**config.mk**
```make
export PLATFORM = sky130hd
export DESIGN_NAME = uart_frame_rx
export DESIGN_NICKNAME = d
export VERILOG_FILES = /design/src/rtl/uart_frame_rx.sv
export SDC_FILE = /design/constraint.sdc
export NUM_CORES = 1
export LEC_CHECK = 0
export CAP_MARGIN = 5
export CORE_MARGIN = 2
export CORE_UTILIZATION = 45
export DETAILED_ROUTE_END_ITERATION = 8
export MAX_ROUTING_LAYER = met4
export PLACE_DENSITY = 0.67
export SLEW_MARGIN = 5
export SYNTH_ARGS = -nofsm -noshare
export SYNTH_HDL_FRONTEND = slang
export SYNTH_SLANG_ARGS = --single-unit
```
**constraint.sdc**
```tcl
create_clock -name clk -period 2.4 [get_ports clk]
set_input_delay 0.36 -clock clk [delete_from_list [all_inputs] [get_ports clk]]
set_output_delay 0.36 -clock clk [all_outputs]
set_load 0.005 [all_outputs]
```
**src/rtl/uart_frame_rx.sv**
```systemverilog
// UART receive-side frame assembler: packs NUM_BYTES received bytes into one wide word,
// first byte in the least-significant position, dropping partial frames after an idle timeout.
module uart_frame_rx #(
  parameter int unsigned NUM_BYTES      = 40,
  parameter int unsigned TIMEOUT_CYCLES = 1000000,
  parameter int unsigned CNT_W          = 20
) (
  input  logic                   clk,
  input  logic                   rst,
  input  logic                   uart_read_done,
  input  logic [7:0]             read_data,
  input  logic                   recv_en,
  output logic [8*NUM_BYTES-1:0] data,
  output logic                   recv_done,
  output logic                   frame_err,
  output logic                   busy,
  output logic [7:0]             byte_cnt
);

  localparam int unsigned      DATA_W   = 8 * NUM_BYTES;
  localparam logic [7:0]       LAST_IDX = 8'(NUM_BYTES - 1);
  localparam logic [CNT_W-1:0] TMO_LAST = CNT_W'(TIMEOUT_CYCLES - 1);

  typedef enum logic {IDLE = 1'b0, COLLECT = 1'b1} state_t;

  state_t            state_q, state_d;
  logic              rd_prev_q;
  logic [DATA_W-1:0] shadow_q, shadow_d;
  logic [DATA_W-1:0] data_q, data_d;
  logic              recv_done_q, recv_done_d;
  logic              frame_err_q, frame_err_d;
  logic [7:0]        byte_cnt_q, byte_cnt_d;
  logic [CNT_W-1:0]  tmo_q, tmo_d;

  logic strobe_c, accept_c, last_c, timeout_c;

  // Rising edge of uart_read_done; recv_en only gates the first byte of a frame.
  assign strobe_c  = uart_read_done & ~rd_prev_q;
  assign accept_c  = strobe_c & ((state_q == COLLECT) | recv_en);
  assign last_c    = (byte_cnt_q == LAST_IDX);
  assign timeout_c = (state_q == COLLECT) & ~strobe_c & (tmo_q == TMO_LAST);

  always_ff @(posedge clk) begin
    if (rst) state_q <= IDLE;
    else     state_q <= state_d;
  end

  always_comb begin
    state_d = state_q;
    unique case (state_q)
      IDLE:    if (accept_c && !last_c) state_d = COLLECT;
      COLLECT: if ((accept_c && last_c) || timeout_c) state_d = IDLE;
      default: state_d = IDLE;
    endcase
  end

  // Shadow write, frame commit and timeout bookkeeping.
  always_comb begin
    shadow_d    = shadow_q;
    data_d      = data_q;
    recv_done_d = 1'b0;
    frame_err_d = 1'b0;
    byte_cnt_d  = byte_cnt_q;
    tmo_d       = tmo_q;
    if (accept_c) begin
      for (int unsigned k = 0; k < NUM_BYTES; k++) begin
        if (byte_cnt_q == 8'(k)) shadow_d[8*k +: 8] = read_data;
      end
      tmo_d = '0;
      if (last_c) begin
        data_d      = shadow_d;
        recv_done_d = 1'b1;
        byte_cnt_d  = 8'd0;
      end else begin
        byte_cnt_d  = byte_cnt_q + 8'd1;
      end
    end else if (timeout_c) begin
      frame_err_d = 1'b1;
      byte_cnt_d  = 8'd0;
      tmo_d       = '0;
    end else if (state_q == COLLECT) begin
      tmo_d = tmo_q + CNT_W'(1);
    end else begin
      tmo_d = '0;
    end
  end

  always_ff @(posedge clk) begin
    if (rst) begin
      rd_prev_q   <= 1'b1;
      shadow_q    <= '0;
      data_q      <= '0;
      recv_done_q <= 1'b0;
      frame_err_q <= 1'b0;
      byte_cnt_q  <= 8'd0;
      tmo_q       <= '0;
    end else begin
      rd_prev_q   <= uart_read_done;
      shadow_q    <= shadow_d;
      data_q      <= data_d;
      recv_done_q <= recv_done_d;
      frame_err_q <= frame_err_d;
      byte_cnt_q  <= byte_cnt_d;
      tmo_q       <= tmo_d;
    end
  end

  assign data      = data_q;
  assign recv_done = recv_done_q;
  assign frame_err = frame_err_q;
  assign busy      = (state_q == COLLECT);
  assign byte_cnt  = byte_cnt_q;

endmodule

```
==> results of run 1 <==
-- per-stage QoR --
stage / cell area, sq um / cells / setup TNS (ps) / util / worst slack (ps)
after floorplan: 26600 / 2506 / 0 / - / 165
after global placement: 31300 / 3504 / -6770 / 0.534 / -259
after detailed placement: 31300 / 3504 / -9950 / 0.534 / -308
after CTS: 33800 / 3631 / -101 / 0.575 / -29.6
after global routing: 33800 / 3633 / 0 / 0.576 / 16.2
final: 33800 / 3633 / 0 / 0.576 / 110
-- area by class of cell --
class	instances	area, sq um
clock buffer	104	2110
clock inverter	23	293
multi-input combinational	1573	12300
sequential	664	13300
timing repair buffer	478	4740
inverter	16	60.1
fill	4841	24900
antenna	2	5.00
tap	773	967
-- registers in the layout, summed over array words and instances, names as in the netlist --
name	flops
tmo_q	20
data	320
byte_cnt	8
shadow_q	312
frame_err	1
rd_prev_q	1
busy	1
recv_done	1
-- critical path, stage by stage (launching register included) --
cell and delay [ps]:
dfxtp_2 540, buf_4 200, clkdlybuf4s50_1 580
-- layer usage --
metal  wire (um)  global-route usage
met5           0                   -
met4        1860              0.0811
met3        4530              0.0410
met2       34900               0.389
met1       36200               0.352
-- power breakdown --
part | internal (mW) | switching [mW]
Sequential | 11.0 | 0.00480
Clock | 6.76 | 4.50
Combinational | 0.168 | 0.539
Total | 18.0 | 5.04
-- what timing repair did --
item                       4_1_cts  5_1_grt
setup endpoints to repair       81       41
hold buffers                     0        0
gates resized for setup          7        4
-- cells by family after synthesis --
logic type	count (synthesis)	share of synthesized area
DFF	664	0.500
AOI/OAI and AO/OA	530	0.147
buffers and inverters	269	0.0407
adders and majority gates	5	0.00235
and+or+nand+nor	490	0.104
xor gates and xnor gates	12	0.00395
muxes	536	0.202
-- layout by cell type (no fill, tap or decap), types with 4 or more instances in the layout --
| master | n |
|---|---|
| nor3_1 | 5 |
| inv_1 | 15 |
| nor3b_2 | 4 |
| and3_1 | 6 |
| o2bb2ai_1 | 312 |
| nand4_1 | 6 |
| a21oi_1 | 97 |
| nand3_1 | 110 |
| xnor2_1 | 10 |
| nor2_2 | 15 |
| clkbuf_1 | 15 |
| a22o_1 | 8 |
| nor4_4 | 28 |
| dfxtp_1 | 662 |
| buf_12 | 25 |
| or3b_1 | 4 |
| nor2_1 | 238 |
| ha_1 | 5 |
| clkinv_2 | 11 |
| nand2_1 | 23 |
| or3_1 | 6 |
| mux2i_1 | 536 |
| bufinv_16 | 6 |
| buf_4 | 119 |
| nand3b_1 | 5 |
| clkdlybuf4s50_1 | 332 |
| clkbuf_8 | 15 |
| o21ai_0 | 96 |
| clkbuf_16 | 74 |
| or4_1 | 7 |
-- final timing paths --
path                                 endpoint  slack (ps)
worst max-delay path              byte_cnt[3]         110
worst min-delay path            shadow_q[305]          70
worst max register to register  shadow_q[258]         120
worst min register to register       tmo_q[0]         460
==> results.toml, run 1 <==
[timing]
period_share = 0.954
holdWs_ps = 69.7
max_slew_margin = 0.524
max_freq_mhz = 437
fin_skew_ps = 29.3
worstMarginPinSlew_ps = 713
setup_viol = 0
rsz0062_at_grt = "no"
drv_slew = 0
period_needed_ps = 2290
hold_viol_final = 0

[route]
drc = 0
vias = 20500
post_drt_via_cell_ratio = 5.64
wl_per_cell_um = 21.3
antenna_left = 0
drt-pass1-iter-count = 5
drt_iter0_drc = 1454
finalWirelength_mm = 77.5

[status]
status = "complete, no violations"

[final_layout]
nets = 2820
drive_gt1_frac = 0.115
area_growth_pct = 27.1

[global_routing]
grt_max_degree = 131
grt_pass1_vias = 20100
grt_pass1_wl_mm = 120
grt_usage = 0.257
antenna_found_initial = 2
overflow = 0

[hold_path]
hold_depth = 2
worstHoldStart = "rst"
hold_class = "in2reg"

[setup_path]
arrival_ps = 1930
crit_path_start = "byte_cnt[3]"
start_kind = "flop"
cp_max_fo = 19
cp-end-kind = "output pin"
rr_worst_depth = 7
crit_type = "reg2out"
reg2reg_from = "byte_cnt[0]"
critPathRequiredTime_ps = 2040

[floorplan]
dieArea_sq_um = 61000
die_h_um = 247
dieWidth_um = 247
num_rows = 89
ios = 343
initial_core_util = 0.453
coreArea_sq_um = 58700

[synthesis]
synth_ff_type = "dfxtp_1"
synth_most_common_cell = "dfxtp_1"
synth_commonest_cells = "664 x dfxtp_1, 536 x mux2i_1, 312 x o2bb2ai_1"
synthCells = 2506
syn_nets = 2523
synth_edf_count = 0
ys_seq_elements = 664
seq_area_frac_synth = 0.500
yosysWarningCount = 0
yosysTopAreaCellShare = 0.500
synth_async_sr_flop_share = 0
syn_area_sq_um = 26600
yosys.area.top_type = "dfxtp_1"
postSynthAreaPerCell_sq_um = 10.6
synthTopCellsByArea = "dfxtp_1 50%, mux2i_1 20%, o2bb2ai_1 10%, nor2_1 3.4%, clkbuf_1 2.7%"
ys_types = 54

[cts]
clockRootBuffer = "clkbuf_16"
clkSinkCount = 664
clk_pin_slew_ps = 60
tritoncts = "yes"
cts_setup_buffers = 0
clockBufferDepth = 3
htree_levels = 3
numCtsBuffers = 70
clock_latency_ps = 610

[placed_design]
port_buffers = 342
hpwl_mm = 48.9
place_congestion = 0.800

[pwr]
design_power_total_mw = 23.0
leakage_nw = 11.5
p_per_area_nw_per_um2 = 681
peakVddDrop_mv = 0.489

[flow_run]
maxCapViolations = 0
(Power assumes the default switching activity.)
==> run 2, diff against run 1 <==
- CELL_PAD_IN_SITES_DETAIL_PLACEMENT: not set -> 1
- CELL_PAD_IN_SITES_GLOBAL_PLACEMENT: not set -> 1
- CORE_UTILIZATION: 45 -> 43
- PLACE_DENSITY: 0.67 -> not set
- PLACE_DENSITY_LB_ADDON: not set -> 0.1
==> results.toml, run 2 (synthesis gave the netlist of run 1 again) <==
[setup_path]
critPathRequiredTime_ps = 2040
arrival_ps = 1960
rrSetupSlack_ps = 130
crit_chain = "buf_4, clkdlybuf4s50_1"
cp-end-kind = "output pin"
crit_family = "buffers and inverters"
cp_max_fo = 22
crit_path_top_delay_cell = "clkdlybuf4s50_1"
r2r_end = "data[283]"
crit_buf_inv = 2
crit_type = "reg2out"
cp-endpoint = "byte_cnt[2]"
rr_worst_depth = 5
reg2reg_from = "byte_cnt[0]"
start_kind = "flop"
path_depth = 2
crit_path_start = "byte_cnt[2]"
cpPeakStageDelay_ps = 580

[cts]
clockBufferDepth = 3
ctsHoldBuffers = 0
clock_latency_ps = 600
clk_pin_slew_ps = 50
tritoncts = "yes"
numCtsBuffers = 73
cts_setup_buffers = 0
htree_levels = 3
cts_resized = 4
clkSinkCount = 664
clockRootBuffer = "clkbuf_16"

[timing]
holdWs_ps = 134
timing.setup.tns_ps = 0
setup_viol = 0
max_slew_margin = 0.249
period_needed_ps = 2320
max_freq_mhz = 431
rsz0062_at_grt = "no"
worstMarginPinSlew_ps = 1130
period_share = 0.966
drv_slew = 0
hold_viol_final = 0
fin_skew_ps = 16.6

[pwr]
leakage_nw = 11.6
p_per_area_nw_per_um2 = 672
peakVddDrop_mv = 0.425

[global_routing]
overflow = 0
grt_pass1_wl_mm = 131
grt_pass1_vias = 22100
grt_max_degree = 101
grt_usage = 0.270
antenna_found_initial = 1

[route]
wl_per_cell_um = 23.3
antenna_left = 0
drc = 0
post_drt_via_cell_ratio = 5.66
drt-pass1-iter-count = 4
finalWirelength_mm = 85.4
vias = 20700
drt_iter0_drc = 952

[status]
status = "complete, no violations"

[final_layout]
layout_common_cells = "662 x dfxtp_1, 536 x mux2i_1, 333 x clkdlybuf4s50_1"
final_util = 0.557
nets = 2841
drive_gt1_frac = 0.119
area_growth_pct = 28.6
final_common_cell = "dfxtp_1"
fill_cells = 6384
largest_reg_flops = 320

[placed_design]
hpwl_mm = 55.0
port_buffers = 342
place_congestion = 0.805

[floorplan]
initial_core_util = 0.433
num_rows = 91
die_h_um = 253
dieArea_sq_um = 63800
coreArea_sq_um = 61400
dieWidth_um = 253
ios = 343

[hold_path]
worstHoldStart = "rst"
hold_class = "in2reg"

[flow_run]
maxCapViolations = 0
[run 2: changes by cell type in the layout (fill, tap and decap cells not counted), moves of 2 or more]
cell and change:
clkbuf_16 +3, nor3b_2 -2, nor2_2 -2, nor2_4 +2, bufinv_16 -2, nor3b_1 +2
buf_12 +22, buf_4 -4
[run 2: per-stage QoR]
stage | total power, mW | setup WS, ps | cells | cell area, sq um
2_1_floorplan | 11.7 | 165 | 2506 | 26600
3_3_place_gp | 12.0 | -280 | 3539 | 31800
3_5_place_dp | 12.0 | -311 | 3539 | 31800
4_1_cts | 23.2 | 14.6 | 3664 | 34200
5_1_grt | 23.7 | 4.48 | 3665 | 34200
6_report | 23.0 | 82.2 | 3665 | 34200
[run 2: cell type report]
cell class	count	area (sq um)	share of cell area
Timing Repair Buffer	496	5150	0.151
Multi-Input combinational cell	1573	12300	0.360
Inverter	16	60.1	0.00176
Clock inverter	19	208	0.00607
Tap cell	790	988	0.0289
Sequential cell	664	13300	0.389
Clock buffer	106	2190	0.0639
Antenna cell	1	2.50	0.0000732
[run 2: per-layer routing]
layer  global-route usage  share of wire  up-vias
li1                     -              -     9734
met1                0.345           0.46    10500
met2                0.439           0.47      409
met3               0.0432          0.042      137
met4               0.0872          0.027        0
met5                    -              0        -
[run 2: worst min path at each step]
stage	to	slack [ps]	cells past startpoint
2_1_floorplan	tmo_q[0]	430	1
6_report	shadow_q[47]	130	2
3_3_place_gp	tmo_q[0]	440	1
5_1_grt	shadow_q[49]	120	2
4_1_cts	shadow_q[63]	90	2
3_5_place_dp	data[238]	450	1
[run 2: worst reg2reg max path: cells and delay by family, from the launching register on]
kind,cells,cell delay [ps]
AND/OR/NAND/NOR,2,1050
flip-flops,1,400
multiplexers,1,350
adder cells (fa/ha/maj),1,250
AO/OA/AOI/OAI,1,110
[run 2: power by group]
part / total [mW] / leakage [nW] / switching (mW) / internal (mW)
clock network: 11.2 / 1.18 / 4.51 / 6.73
registers: 11.0 / 5.35 / 0.00479 / 11.0
logic: 0.703 / 5.08 / 0.545 / 0.159
==> run 3, diff against run 2 <==
- ABC_AREA: not set -> 1
- CORE_UTILIZATION: 43 -> 40
- PLACE_DENSITY: not set -> 0.78
- PLACE_DENSITY_LB_ADDON: 0.1 -> not set
==> results.toml, run 3 <==
[status]
status = "complete, no violations"

[pwr]
peakVddDrop_mv = 0.395
p_per_area_nw_per_um2 = 749
leakage_nw = 12.2

[synthesis]
ys_seq_elements = 664
synthCells = 3311
yosysTopAreaCellShare = 0.534
ys_types = 30
syn_nets = 3328
synth_async_sr_flop_share = 0
seq_area_frac_synth = 0.534
synthTopCellsByArea = "dfxtp_1 53%, nand2_1 17%, o21ai_0 16%, inv_1 3.7%, o21ai_1 1.8%"
synth_ff_type = "dfxtp_1"
synth_mux_area_frac = 0
synth_edf_count = 0
synth_most_common_cell = "nand2_1"
synth_xor_area_frac = 0.00387
synth-simple-area-share = 0.200
syn_area_sq_um = 24900
synth_top_family_by_area = "simple AND/OR/NAND/NOR gates"
synth_commonest_cells = "1143 x nand2_1, 799 x o21ai_0, 664 x dfxtp_1"
synthAdderAreaFrac = 0.00251
postSynthAreaPerCell_sq_um = 7.52
yosysWarningCount = 0
synth_compound_area_frac = 0.181
yosys.area.top_type = "dfxtp_1"

[cts]
clockRootBuffer = "clkbuf_16"
clkSinkCount = 664
clk_pin_slew_ps = 60
clock_latency_ps = 620
numCtsBuffers = 72
clockBufferDepth = 3
htree_levels = 3
tritoncts = "yes"

[placed_design]
dp_cells = 4351
hpwl_mm = 57.0
place_congestion = 0.843
port_buffers = 342

[route]
vias = 23300
drc = 0
post_drt_via_cell_ratio = 5.20
drt-pass1-iter-count = 7
antenna_left = 0
finalWirelength_mm = 87.2
drt_iter0_drc = 1365
wl_per_cell_um = 19.5

[final_layout]
largest_reg_flops = 320
fin_cells = 4483
final_common_cell = "nand2_1"
layout_common_cells = "1136 x nand2_1, 797 x o21ai_0, 664 x dfxtp_1"
drive_gt1_frac = 0.0661
nets = 3605
area_growth_pct = 27.4
fill_cells = 7454

[global_routing]
grt_pass1_vias = 24500
grt_pass1_wl_mm = 136
antenna_found_initial = 2
grt_max_degree = 114
overflow = 0
grt_usage = 0.275

[timing]
period_share = 0.957
max_slew_margin = 0.406
period_needed_ps = 2300
holdWs_ps = 294
setup_viol = 0
timing.setup.tns_ps = 0
fin_skew_ps = 17.0
hold_viol_final = 0
rsz0062_at_grt = "no"
drv_slew = 0
max_freq_mhz = 435
worstMarginPinSlew_ps = 890

[setup_path]
crit_type = "reg2reg"
cpPeakStageDelay_ps = 440
critPathRequiredTime_ps = 2880
crit_chain = "nor2_4, nand3_1, inv_1, nand2_1, o21ai_0, o21ai_0"
crit_path_top_delay_cell = "nand2_1"
arrival_ps = 2780
cp_max_fo = 16
cp_common_cell = "o21ai_0"
cp-end-kind = "flop"
start_kind = "flop"

[floorplan]
initial_core_util = 0.404
die_h_um = 254
dieArea_sq_um = 64300
num_rows = 91
coreArea_sq_um = 61600
ios = 343
dieWidth_um = 254

[flow_run]
maxCapViolations = 0

[hold_path]
hold_class = "in2reg"
## run 3: cell count changes after synthesis, sizes merged, moves of 9 or more
cell and change:
o2bb2ai -312, nand2 +1133, nand3 -80, a21oi -85
o21ai +791, inv +237, buf +38, mux2i -536
nor3 -9, nor4 -34, nor2 -183, clkbuf -85
## run 3: area by class of cell
type | instances | area, sq um | area share
Sequential cell | 664 | 13300 | 0.419
Antenna cell | 1 | 2.50 | 0.0000789
Timing Repair Buffer | 409 | 4120 | 0.130
Clock buffer | 108 | 2250 | 0.0710
Clock inverter | 23 | 358 | 0.0113
Tap cell | 837 | 1050 | 0.0330
Inverter | 254 | 962 | 0.0303
Multi-Input combinational cell | 2187 | 9690 | 0.305
## run 3: stage by stage
step           area (sq um)  setup WS (ps)  utilization  power (mW)
6_report              31700            102        0.515        23.8
5_1_grt               31700           15.5        0.515        24.4
4_1_cts               31700           93.1        0.515        23.9
3_5_place_dp          29100           87.8        0.472        11.9
3_3_place_gp          29100            183        0.472        11.8
2_1_floorplan         24900            762            -        11.6
## run 3: power by group
group | leakage, nW | internal [mW] | switching (mW) | total [mW]
Sequential | 5.35 | 11.0 | 0.00544 | 11.0
Combinational | 5.56 | 0.118 | 0.460 | 0.578
Clock | 1.28 | 7.46 | 4.69 | 12.2
Total | 12.2 | 18.6 | 5.15 | 23.8
## run 3: metal layers
layer | part of all wire | GRT usage | vias up
met4 | 0.029 | 0.0955 | 0
met5 | 0 | - | -
met2 | 0.50 | 0.475 | 501
met3 | 0.042 | 0.0342 | 153
met1 | 0.43 | 0.332 | 11500
li1 | - | - | 11100
## run 3: what timing repair did
action / CTS / global route
setup buffers: 0 / 0
endpoints found under the setup margin: 0 / 45
hold buffers: 0 / 0
resized for setup: 0 / 9
## run 3: final timing paths
| kind | depth (start not counted) | endpoint | start | slack (ps) |
|---|---|---|---|---|
| hold reg to reg | 2 | shadow_q[253] | shadow_q[253] | 450 |
| setup reg to reg | 6 | shadow_q[306] | byte_cnt[7] | 100 |
| hold / removal | 3 | data[135] | read_data[7] | 290 |
| setup / recovery | 6 | shadow_q[306] | byte_cnt[7] | 100 |
## run 3: cell families (layout without fill, tap and decap cells)
| family | count (synthesis) | after routing |
|---|---|---|
| and+or+nand+nor | 1269 | 1269 |
| adders and majority gates | 5 | 5 |
| DFF | 664 | 664 |
| AOI/OAI and AO/OA | 902 | 902 |
| other | 0 | 1 |
| xor gates and xnor gates | 11 | 11 |
| buffers and inverters | 460 | 794 |
## run 3: critical path: cells and delay by family, from the launching register on
kind / cells / cell delay [ps]
buffers and inverters: 1 / 380
AO/OA/AOI/OAI: 2 / 580
flip-flops: 1 / 370
AND/OR/NAND/NOR: 3 / 840
